**config.mk**
```make
export PLATFORM = sky130hd
export DESIGN_NAME = data_memory_arbiter
export DESIGN_NICKNAME = d
export VERILOG_FILES = /design/src/rtl/data_memory_pkg.sv /design/src/rtl/rr_arbiter2.sv /design/src/rtl/data_memory_arbiter.sv
export SDC_FILE = /design/constraint.sdc
export NUM_CORES = 1
export LEC_CHECK = 0
export BUFFER_PORTS_ARGS = -buffer_cell sky130_fd_sc_hd__buf_2
export CAP_MARGIN = 20
export CORE_AREA = 4 4 227 229
export DETAILED_ROUTE_END_ITERATION = 6
export DIE_AREA = 0 0 231 233
export HOLD_SLACK_MARGIN = 0.03
export PLACE_DENSITY = 0.47
export SYNTH_ARGS = -nofsm -noshare
export SYNTH_HDL_FRONTEND = slang
export SYNTH_SLANG_ARGS = --single-unit
```
**constraint.sdc**
```tcl
create_clock -name clk -period 3.1 [get_ports clk]
set_input_delay 0.155 -clock clk [delete_from_list [all_inputs] [get_ports clk]]
set_output_delay 0.155 -clock clk [all_outputs]
set_load 0.03 [all_outputs]
```
**src/rtl/data_memory_pkg.sv**
```systemverilog
// rtl/data_memory_pkg.sv - shared FSM encoding and port ids for the data memory arbiter
package data_memory_pkg;

  typedef enum logic [1:0] {
    IDLE   = 2'd0,
    ACCESS = 2'd1,
    DONE   = 2'd2
  } state_t;

  localparam logic PORT_LSU = 1'b0;
  localparam logic PORT_DBG = 1'b1;

endpackage

```
**src/rtl/rr_arbiter2.sv**
```systemverilog
// rtl/rr_arbiter2.sv - combinational two-way round-robin picker
import data_memory_pkg::*;

module rr_arbiter2 (
  input  logic req0,
  input  logic req1,
  input  logic last_grant,
  output logic grant_valid,
  output logic grant_id
);

  always_comb begin
    grant_valid = req0 | req1;
    // On a tie the port that was not served last goes next.
    if (req0 && req1) begin
      grant_id = ~last_grant;
    end else if (req1) begin
      grant_id = PORT_DBG;
    end else begin
      grant_id = PORT_LSU;
    end
  end

endmodule

```
**src/rtl/data_memory_arbiter.sv**
```systemverilog
// rtl/data_memory_arbiter.sv - shares the single-port data memory between the LSU and debug ports
import data_memory_pkg::*;

module data_memory_arbiter #(
  parameter int WORDSIZE = 64,
  parameter int SIZE     = 512
) (
  input  logic                clk,
  input  logic                rst_n,
  input  logic                req0,
  input  logic                req1,
  input  logic                we0,
  input  logic                we1,
  input  logic [WORDSIZE-1:0] addr0,
  input  logic [WORDSIZE-1:0] addr1,
  input  logic [WORDSIZE-1:0] wdata0,
  input  logic [WORDSIZE-1:0] wdata1,
  output logic                ack0,
  output logic                ack1,
  output logic [WORDSIZE-1:0] rdata0,
  output logic [WORDSIZE-1:0] rdata1,
  output logic                err0,
  output logic                err1,
  output logic [WORDSIZE-1:0] mem_addr,
  output logic [WORDSIZE-1:0] mem_wdata,
  output logic                mem_write_en,
  input  logic [WORDSIZE-1:0] mem_rdata
);

  state_t state;
  logic   last_grant;
  logic   lat_we;
  logic   lat_id;
  logic   grant_valid;
  logic   grant_id;
  logic   in_range;
  logic [WORDSIZE-1:0] rd_val;

  rr_arbiter2 u_rr (
    .req0        (req0),
    .req1        (req1),
    .last_grant  (last_grant),
    .grant_valid (grant_valid),
    .grant_id    (grant_id)
  );

  // mem_addr / mem_wdata are the latched request fields themselves.
  assign in_range     = (mem_addr < WORDSIZE'(SIZE));
  assign rd_val       = in_range ? mem_rdata : '0;
  assign mem_write_en = (state == ACCESS) && lat_we && in_range;

  always_ff @(posedge clk or negedge rst_n) begin
    if (!rst_n) begin
      state      <= IDLE;
      last_grant <= PORT_DBG;
      lat_we     <= 1'b0;
      lat_id     <= PORT_LSU;
      mem_addr   <= '0;
      mem_wdata  <= '0;
      ack0       <= 1'b0;
      ack1       <= 1'b0;
      rdata0     <= '0;
      rdata1     <= '0;
      err0       <= 1'b0;
      err1       <= 1'b0;
    end else begin
      ack0 <= 1'b0;
      ack1 <= 1'b0;
      case (state)
        IDLE: begin
          if (grant_valid) begin
            lat_we     <= (grant_id == PORT_DBG) ? we1 : we0;
            mem_addr   <= (grant_id == PORT_DBG) ? addr1 : addr0;
            mem_wdata  <= (grant_id == PORT_DBG) ? wdata1 : wdata0;
            lat_id     <= grant_id;
            last_grant <= grant_id;
            state      <= ACCESS;
          end
        end
        ACCESS: begin
          // Capture happens on the same edge as the write, so writes return the old word.
          if (lat_id == PORT_LSU) begin
            rdata0 <= rd_val;
            err0   <= ~in_range;
            ack0   <= 1'b1;
          end else begin
            rdata1 <= rd_val;
            err1   <= ~in_range;
            ack1   <= 1'b1;
          end
          state <= DONE;
        end
        DONE:    state <= IDLE;
        default: state <= IDLE;
      endcase
    end
  end

endmodule

```
Yosys cells after proc, flatten, opt, wreduce, memory -nomap -nowiden --
Index checks and enable logic that the tools add are counted.
Storage, ports and cells: register bits after elaboration 265, input port bits 326, output and inout port bits 261
Operators by class: $lt $le $gt $ge 1, eq/ne operators 2, mux-type cells 12, bitwise logic cells 4, reductions and logical operators 7
Operator list (count):
- two-way mux 64 bit | 3
- less-than comparator 64 x 10 -> 1 bit (second input constant) | 1
- two-way mux 1 bit | 7
- AND reduction 2 bit | 3
- case mux 2 bit (2 select lines) | 1
- logical AND 1 bit | 3
- inverter 1 bit | 3
- equality test 2 x 1 -> 1 bit (second input constant) | 1
- zero test 2 bit | 1
- two-way mux 2 bit | 1
- != test 2 bit (second input constant) | 1
- OR 1 bit | 1

Depth between registers and ports, before layout --
Gate-level depths: netlist (run 1).
depth after elaboration 3, gate-level depth with buffers 7

By module --
From an unflattened synthesis (run 1), not the netlist that was laid out.
Unflattened totals: cell total of the unflattened synthesis 1095, area, all modules 12146.6 um^2
Modules (own cells, without submodules):
- data_memory_arbiter | times used 1, cells each 1093, area an instance 12132.9 um^2, seq. area each 6632.6 um^2
- rr_arbiter2 | times used 1, cells each 2, area an instance 13.8 um^2, seq. area each 0.0 um^2

Least setup slack after synthesis (run 1) --
Ideal clock, no wire load.
path type flip-flop to flip-flop, start point register mem_addr[51], end point register rdata1[36], arrival time 1826 ps, path slack 1182 ps, cell stages (with the launch flop) 7, path buffers 2, period minus slack after synthesis 1918 ps, cells stage by stage dfrtp_1 > or4_1 > nor2_1 > nand4_2 > buf_6 > buf_6 > o31ai_4
Between the ends: word-level cells in the longest chain between the ends 2
Ends and longest elaborated chain:
- start, declared | line data_memory_arbiter.sv:24 | output logic [WORDSIZE-1:0] mem_addr,
- start signal, assigned | line data_memory_arbiter.sv:73 | mem_addr <= (grant_id == PORT_DBG) ? addr1 : addr0;
- less-than comparator 64 x 10 -> 1 bit | line data_memory_arbiter.sv:48 | assign in_range = (mem_addr < WORDSIZE'(SIZE));
- two-way mux 64 bit | line data_memory_arbiter.sv:49 | assign rd_val = in_range ? mem_rdata : '0;
- end signal, assigned | line data_memory_arbiter.sv:87 | rdata1 <= rd_val;
- end, declared | line data_memory_arbiter.sv:21 | output logic [WORDSIZE-1:0] rdata1,
Every way passes these cells. A chain may end at the register's enable or synchronous reset.

Worst setup path in the final report (run 1) --
start point register last_grant, end point register mem_wdata[54]
Between the ends: word-level cells in the longest chain between the ends 3
Ends and longest elaborated chain:
- start, declared | line data_memory_arbiter.sv:31 | logic last_grant;
- start signal, assigned | line data_memory_arbiter.sv:76 | last_grant <= grant_id;
- inverter 1 bit | line rr_arbiter2.sv:16 | grant_id = ~last_grant;
- two-way mux 1 bit | line rr_arbiter2.sv:15 | if (req0 && req1) begin
- two-way mux 64 bit | line data_memory_arbiter.sv:74 | mem_wdata <= (grant_id == PORT_DBG) ? wdata1 : wdata0;
- end signal, assigned | line data_memory_arbiter.sv:74
- end, declared | line data_memory_arbiter.sv:25 | output logic [WORDSIZE-1:0] mem_wdata,
Every way passes these cells.

==> flow_metrics.py, run 1 <==
metrics = {
    "worst_hold_path": {
        "hold-path-endpoint": "mem_addr[63]$_DFFE_PN0P_",
        "hold_start": "addr1[63]",
        "hold_path_depth": 3,
        "hold_path.class": "in -> reg",
    },
    "synth": {
        "synth_top_cell_by_area": "dfrtp_1",
        "synth_area_leaders": "dfrtp_1, mux2i_1, o31ai_2",
        "syn_area_sq_mm": 0.01207,
        "yosysUniqueCellTypes": 26,
        "ys_ff_latch": 265,
        "yosys.area.top_type_share_pct": 54.75,
        "avgSynthCellArea_sq_um": 11.03,
        "post-synth-top-count-cell": "dfrtp_1",
        "synth_warnings": 0,
        "synth-edff-count": 0,
        "syn_inst": 1094,
        "netlist_top_cells_count": "dfrtp_1, nand2_1, nor2_1",
        "synth_ff_type": "dfrtp_1",
        "syn-num-nets": 1420,
        "ys_async_sr_fraction_pct": 100.0,
        "seq_area_frac_synth_pct": 54.97,
    },
    "worst_setup_path": {
        "arrival_ns": 2.97,
        "reg2reg_depth": 6,
        "r2r_start": "last_grant$_DFFE_PN1P_",
        "start_kind": "flip-flop",
        "reg2reg_slack_ns": 0.53,
        "end_kind": "flip-flop",
        "required_ns": 3.50,
        "worstPathMaxFanout": 23,
        "crit_type": "reg -> reg",
        "r2r_end": "mem_wdata[54]$_DFFE_PN0P_",
    },
    "grt": {
        "antenna_found_initial": 3,
        "grt_pass1_wl_mm": 66.54,
        "grt_overflow": 0,
        "gr-usage-all-layers_pct": 15.50,
        "grt_max_degree": 113,
        "grt_pass1_vias": 11870,
    },
    "die": {
        "ios": 587,
        "initial_utilization_pct": 24.30,
        "die_h_um": 233,
        "die_w_um": 231,
        "die_area_sq_mm": 0.05382,
        "rows": 82,
        "core-area_sq_mm": 0.04966,
    },
    "timing": {
        "drv_slew": 0,
        "clock_skew_ns": 0.01429,
        "setup_tns_ns": 0,
        "hold_viol": 0,
        "relSlewSlack_pct": 46.45,
        "finalCritPeriodShare_pct": 83.00,
        "rsz0062_at_grt": "no",
        "setup_viol": 0,
        "worst_pin_slew_ns": 0.8012,
        "fin_crit_ns": 2.573,
        "fmax_mhz": 388.6,
    },
    "drt": {
        "viasPerCell": 4.245,
        "wire_per_inst_um": 16.35,
        "drtAntennaViolNets": 0,
        "first_iter_violations": 536,
        "drc": 0,
        "first_pass_iters": 5,
        "finalWirelength_mm": 43.77,
        "dr_total_vias": 11370,
    },
    "placement": {
        "dp_hpwl_mm": 31.61,
        "port_buffers": 586,
        "gp_congestion": 0.8052,
        "placed_area_sq_mm": 0.01582,
    },
    "run_status": {
        "status": "complete, no violations",
    },
    "cells_and_area": {
        "nNetsFinal": 2306,
        "drive_gt1_share_pct": 38.67,
        "syn2layout_area_growth_pct": 66.89,
        "fillers": 4937,
        "final_area_sq_mm": 0.02014,
    },
    "power": {
        "p_leak_nw": 9.756,
        "design_power_total_mw": 16.86,
        "peakVddDrop_uv": 537.7,
        "power_density_mw_per_mm2": 837.1,
    },
    "clock_network": {
        "cts_tree": "done",
        "ctsHoldBuffers": 320,
        "cts.clk_slew.worst_paths_ns": 0.06,
        "cts_made_buffers": 35,
        "insertion_delay_ns": 0.52,
        "cts_setup_buffers": 0,
        "cts_max_level": 2,
        "cts.path.max_buffers": 3,
        "cts_sinks": 265,
        "root_buffer": "clkbuf_16",
        "ctsResizeCount": 0,
    },
    "run": {
        "drv_cap": 0,
    },
}
## cell usage in the layout, fill, tap and decap left out, types with 3 or more instances in the layout
cell type | Yosys | final
a21oi_1 | 130 | 130
buf_4 | 0 | 17
buf_2 | 18 | 585
clkinv_2 | 0 | 3
clkbuf_8 | 0 | 8
dlygate4sd3_1 | 0 | 320
and4_1 | 3 | 3
mux2i_1 | 129 | 129
nand2_1 | 132 | 130
o31ai_1 | 28 | 28
o31ai_4 | 20 | 20
inv_1 | 67 | 67
nor2_1 | 132 | 132
clkbuf_16 | 0 | 36
o31ai_2 | 80 | 80
clkbuf_1 | 37 | 8
nor4_1 | 11 | 11
buf_12 | 0 | 11
dfrtp_1 | 264 | 264
## through the flow
stage / hold slack [ns] / setup slack, ns / util [%] / std cells
global placement: 0.1978 / 0.8650 / 31.85 / 2295
finish: 0.07032 / 0.5269 / 40.55 / 2678
CTS: 0.03255 / 0.5310 / 40.54 / 2676
detailed placement: 0.2018 / 0.8204 / 31.85 / 2295
floorplan: -0.1406 / 1.182 / - / 1094
global route: 0.08400 / 0.4128 / 40.55 / 2678
## critical path: stages (launching register included)
cell           delay [ns]
dfstp_2              0.38
a21boi_4             0.64
buf_12               0.29
buf_12               0.20
mux2i_1              0.24
dlygate4sd3_1        0.59
a21oi_1              0.07
## power breakdown
group	total (mW)	leakage, nW	internal [mW]	switching [mW]
Combinational	7.68	5.94	2.50	5.18
Sequential	5.30	3.28	4.62	0.684
Clock	3.87	0.543	2.33	1.54
## per-layer routing
| metal | wire length (um) | track usage, % |
|---|---|---|
| met1 | 17220 | 18.04 |
| met2 | 21770 | 26.90 |
| met3 | 3462 | 5.007 |
| met4 | 1318 | 5.413 |
| met5 | 0 | 0 |
## worst max-delay path by stage
stage	cells after the start	from	endpoint	slack (ns)
after floorplan	6	mem_addr[51]$_DFFE_PN0P_	rdata1[36]$_DFFE_PN0P_	1.18
after global placement	6	mem_addr[51]$_DFFE_PN0P_	rdata0[34]$_DFFE_PN0P_	0.86
after detailed placement	6	mem_addr[52]$_DFFE_PN0P_	rdata0[34]$_DFFE_PN0P_	0.82
after CTS	6	last_grant$_DFFE_PN1P_	mem_wdata[27]$_DFFE_PN0P_	0.53
after global routing	6	last_grant$_DFFE_PN1P_	mem_wdata[43]$_DFFE_PN0P_	0.41
final	6	last_grant$_DFFE_PN1P_	mem_wdata[54]$_DFFE_PN0P_	0.53
## logic make-up (layout without fill, tap and decap cells)
group | Yosys count | in the layout | share of synthesized area [%]
simple gates | 284 | 284 | 9.374
buf+inv | 152 | 1062 | 5.599
flops | 265 | 265 | 54.97
other cells | 0 | 2 | 0
mux | 131 | 131 | 10.89
compound gates | 262 | 262 | 19.17
## cell type report
class | instances | area, sq um | share of cell area, %
Antenna cell | 2 | 5.005 | 0.02485
Clock buffer | 52 | 1041 | 5.169
Clock inverter | 9 | 72.57 | 0.3604
Inverter | 67 | 251.5 | 1.249
Multi-Input combinational cell | 677 | 4801 | 23.84
Sequential cell | 265 | 6633 | 32.94
Tap cell | 672 | 840.8 | 4.175
Timing Repair Buffer | 934 | 6494 | 32.25
## state kept, by name, indices dropped and copies added, names as in the netlist
register	cells
ack0	1
lat_we	1
err0	1
lat_id	1
err1	1
rdata1	64
rdata0	64
ack1	1
last_grant	1
mem_addr	64
state	2
mem_wdata	64
Power figures use the tool's default switching activity.
==> run 2, diff against run 1 <==
- clock period: 3.1 -> 2.4 ns (I/O delays scaled with it)
==> run 2 against run 1 <==
Net effect: flip-flop and latch count stayed put; setup slack worse by 0.36 ns; clock power is 21% higher; clock skew hardly changed; die area stayed put; final cell count is 0.26% higher; first-iteration DRC count is 13% lower; register-to-register slack worse by 0.35 ns; count of clock-buffer cells in the layout is 6 lower; non-clock buffer count is 13 higher.
==> flow_metrics.py, run 2 (synthesized netlist as in run 1, its figures left out) <==
metrics = {
    "timing": {
        "drv_slew": 0,
        "clock_skew_ns": 0.01445,
        "setup_tns_ns": 0,
        "relSlewSlack_pct": 54.00,
        "setup_viol": 0,
        "worst_pin_slew_ns": 0.6899,
        "worst_slack_ns": 0.1691,
        "finalCritPeriodShare_pct": 92.96,
        "fmax_mhz": 448.2,
        "hold_viol": 0,
        "rsz0062_at_grt": "no",
        "fin_crit_ns": 2.231,
    },
    "worst_setup_path": {
        "worstPathMaxFanout": 3,
        "crit_buf_inv": 1,
        "required_ns": 2.28,
        "crit_path_max_incr_delay_ns": 0.58,
        "cp_cell_sequence": "or4_1 > nor2_4 > nand4_1 > nor2_1 > buf_4",
        "critical_path.top_delay_family": "simple AND/OR/NAND/NOR gates",
        "arrival_ns": 2.11,
        "crit_type": "reg -> out",
        "start_kind": "flip-flop",
        "end_kind": "output pin",
        "crit_path_top_delay_cell": "or4_1",
    },
    "drt": {
        "first_iter_violations": 467,
        "drc": 0,
        "dr_total_vias": 11470,
        "finalWirelength_mm": 44.47,
        "viasPerCell": 4.273,
        "wire_per_inst_um": 16.56,
        "first_pass_iters": 5,
        "drtAntennaViolNets": 0,
    },
    "clock_network": {
        "cts.clk_slew.worst_paths_ns": 0.06,
        "cts_made_buffers": 31,
        "cts_tree": "done",
        "cts_max_level": 1,
        "cts_sinks": 265,
        "root_buffer": "clkbuf_16",
        "insertion_delay_ns": 0.56,
        "cts.path.max_buffers": 3,
    },
    "grt": {
        "grt_overflow": 0,
        "grt_pass1_vias": 12110,
        "use_met1_pct": 18.66,
        "grt_pass1_wl_mm": 67.39,
        "antenna_found_initial": 3,
        "gr-usage-all-layers_pct": 15.67,
        "gr-usage-met3_pct": 3.636,
        "grt_util_met2_pct": 27.77,
        "grt_busiest_layer": "met2",
        "grt_max_degree": 79,
    },
    "power": {
        "p_leak_nw": 9.809,
        "pwr-share-comb_pct": 46.5,
        "pwr-share-seq_pct": 31.8,
        "p_switching_mw": 9.496,
        "clkPwrFrac_pct": 21.7,
        "switching_share_pct": 43.93,
        "intPower_mw": 12.12,
        "power_density_mw_per_mm2": 1069,
        "peakVddDrop_uv": 589.2,
    },
    "die": {
        "die_w_um": 231,
        "rows": 82,
        "ios": 587,
        "die_area_sq_mm": 0.05382,
        "die_h_um": 233,
        "core-area_sq_mm": 0.04966,
        "initial_utilization_pct": 24.30,
    },
    "cells_and_area": {
        "multiInputGateArea_sq_mm": 0.004808,
        "stdcell_count": 2685,
        "fin_util_pct": 40.74,
        "layout_common_cells": "buf_2, dlygate4sd3_1, dfrtp_1, nor2_1",
        "syn2layout_area_growth_pct": 67.65,
        "fillers": 4916,
        "seq_area_sq_mm": 0.006633,
        "nNetsFinal": 2315,
        "mostFrequentLayoutCell": "buf_2",
        "drive_gt1_share_pct": 38.89,
    },
    "worst_hold_path": {
        "hold_path.class": "in -> reg",
    },
    "run_status": {
        "status": "complete, no violations",
    },
    "placement": {
        "dp_hpwl_mm": 32.25,
        "placed_cells": 2306,
        "port_buffers": 586,
        "gp_congestion": 0.8047,
        "pre_cts_ws_ns": 0.2350,
    },
    "run": {
        "drv_cap": 0,
    },
}
## run 2: cell count changes in the layout (fill, tap and decap cells not counted), sizes merged
cell and change:
buf +11, clkbuf -6, bufinv +2, dlygate4sd3 +2, inv -2, clkinv +1
clkinvlp -1
## run 2: power groups by stage
stage               registers, mW  logic (mW)  clock network [mW]
floorplan                    9.68        3.34                   0
global placement             6.88        9.45                   0
detailed placement           6.95        9.46                   0
CTS                          6.89        10.2                4.83
global route                 7.08        10.8                5.00
finish                       6.88        10.0                4.69
## run 2: what timing repair did
| item | CTS | global route |
|---|---|---|
| setup endpoints to repair | 0 | 4 |
| gates resized for setup | 0 | 5 |
| buffers inserted | 0 | 0 |
| hold buffers | 322 | 0 |
| hold endpoints to repair | 326 | 0 |
## run 2: final cells by class
class | instances | share of cell area, %
timing repair buffer | 947 | 33.01
clock inverter | 9 | 0.5010
tap | 672 | 4.156
clock buffer | 46 | 4.509
sequential | 265 | 32.79
antenna | 2 | 0.02474
multi-input combinational | 677 | 23.77
inverter | 67 | 1.243
## run 2: final timing paths
check                                         startpoint                         to  slack, ns  cells past startpoint
worst max-delay path            mem_addr[51]$_DFFE_PN0P_               mem_write_en       0.17                      5
worst min-delay path                           addr1[56]   mem_addr[56]$_DFFE_PN0P_       0.05                      3
worst max register to register    last_grant$_DFFE_PN1P_  mem_wdata[27]$_DFFE_PN0P_       0.18                      6
worst min register to register    rdata0[44]$_DFFE_PN0P_     rdata0[44]$_DFFE_PN0P_       0.47                      2
max in group asynchronous                          rst_n   mem_addr[32]$_DFFE_PN0P_       1.48                      3
min in group asynchronous                          rst_n     rdata1[37]$_DFFE_PN0P_       0.14                      2
## run 2: per-layer routing
layer | up-vias | routed length, um
met5 | - | 0
li1 | 5573 | -
met1 | 5436 | 17970
met4 | 0 | 1373
met3 | 72 | 2960
met2 | 391 | 22170
## run 2: worst reg2reg max path: cells and delay by family, from the launching register on
kind / cells / cell delay (ns)
AO/OA/AOI/OAI: 2 / 0.24
buffers and inverters: 3 / 1.20
flip-flops: 1 / 0.39
multiplexers: 1 / 0.25
## run 2: stage by stage
stage          hold slack [ns]  cell area (sq um)  total power [mW]
5_1_grt                0.03083              20230             22.91
4_1_cts                0.03356              20210             21.88
3_5_place_dp            0.1791              15970             16.41
3_3_place_gp            0.1675              15970             16.33
6_report               0.04587              20230             21.62
2_1_floorplan          -0.1756              12070             13.02
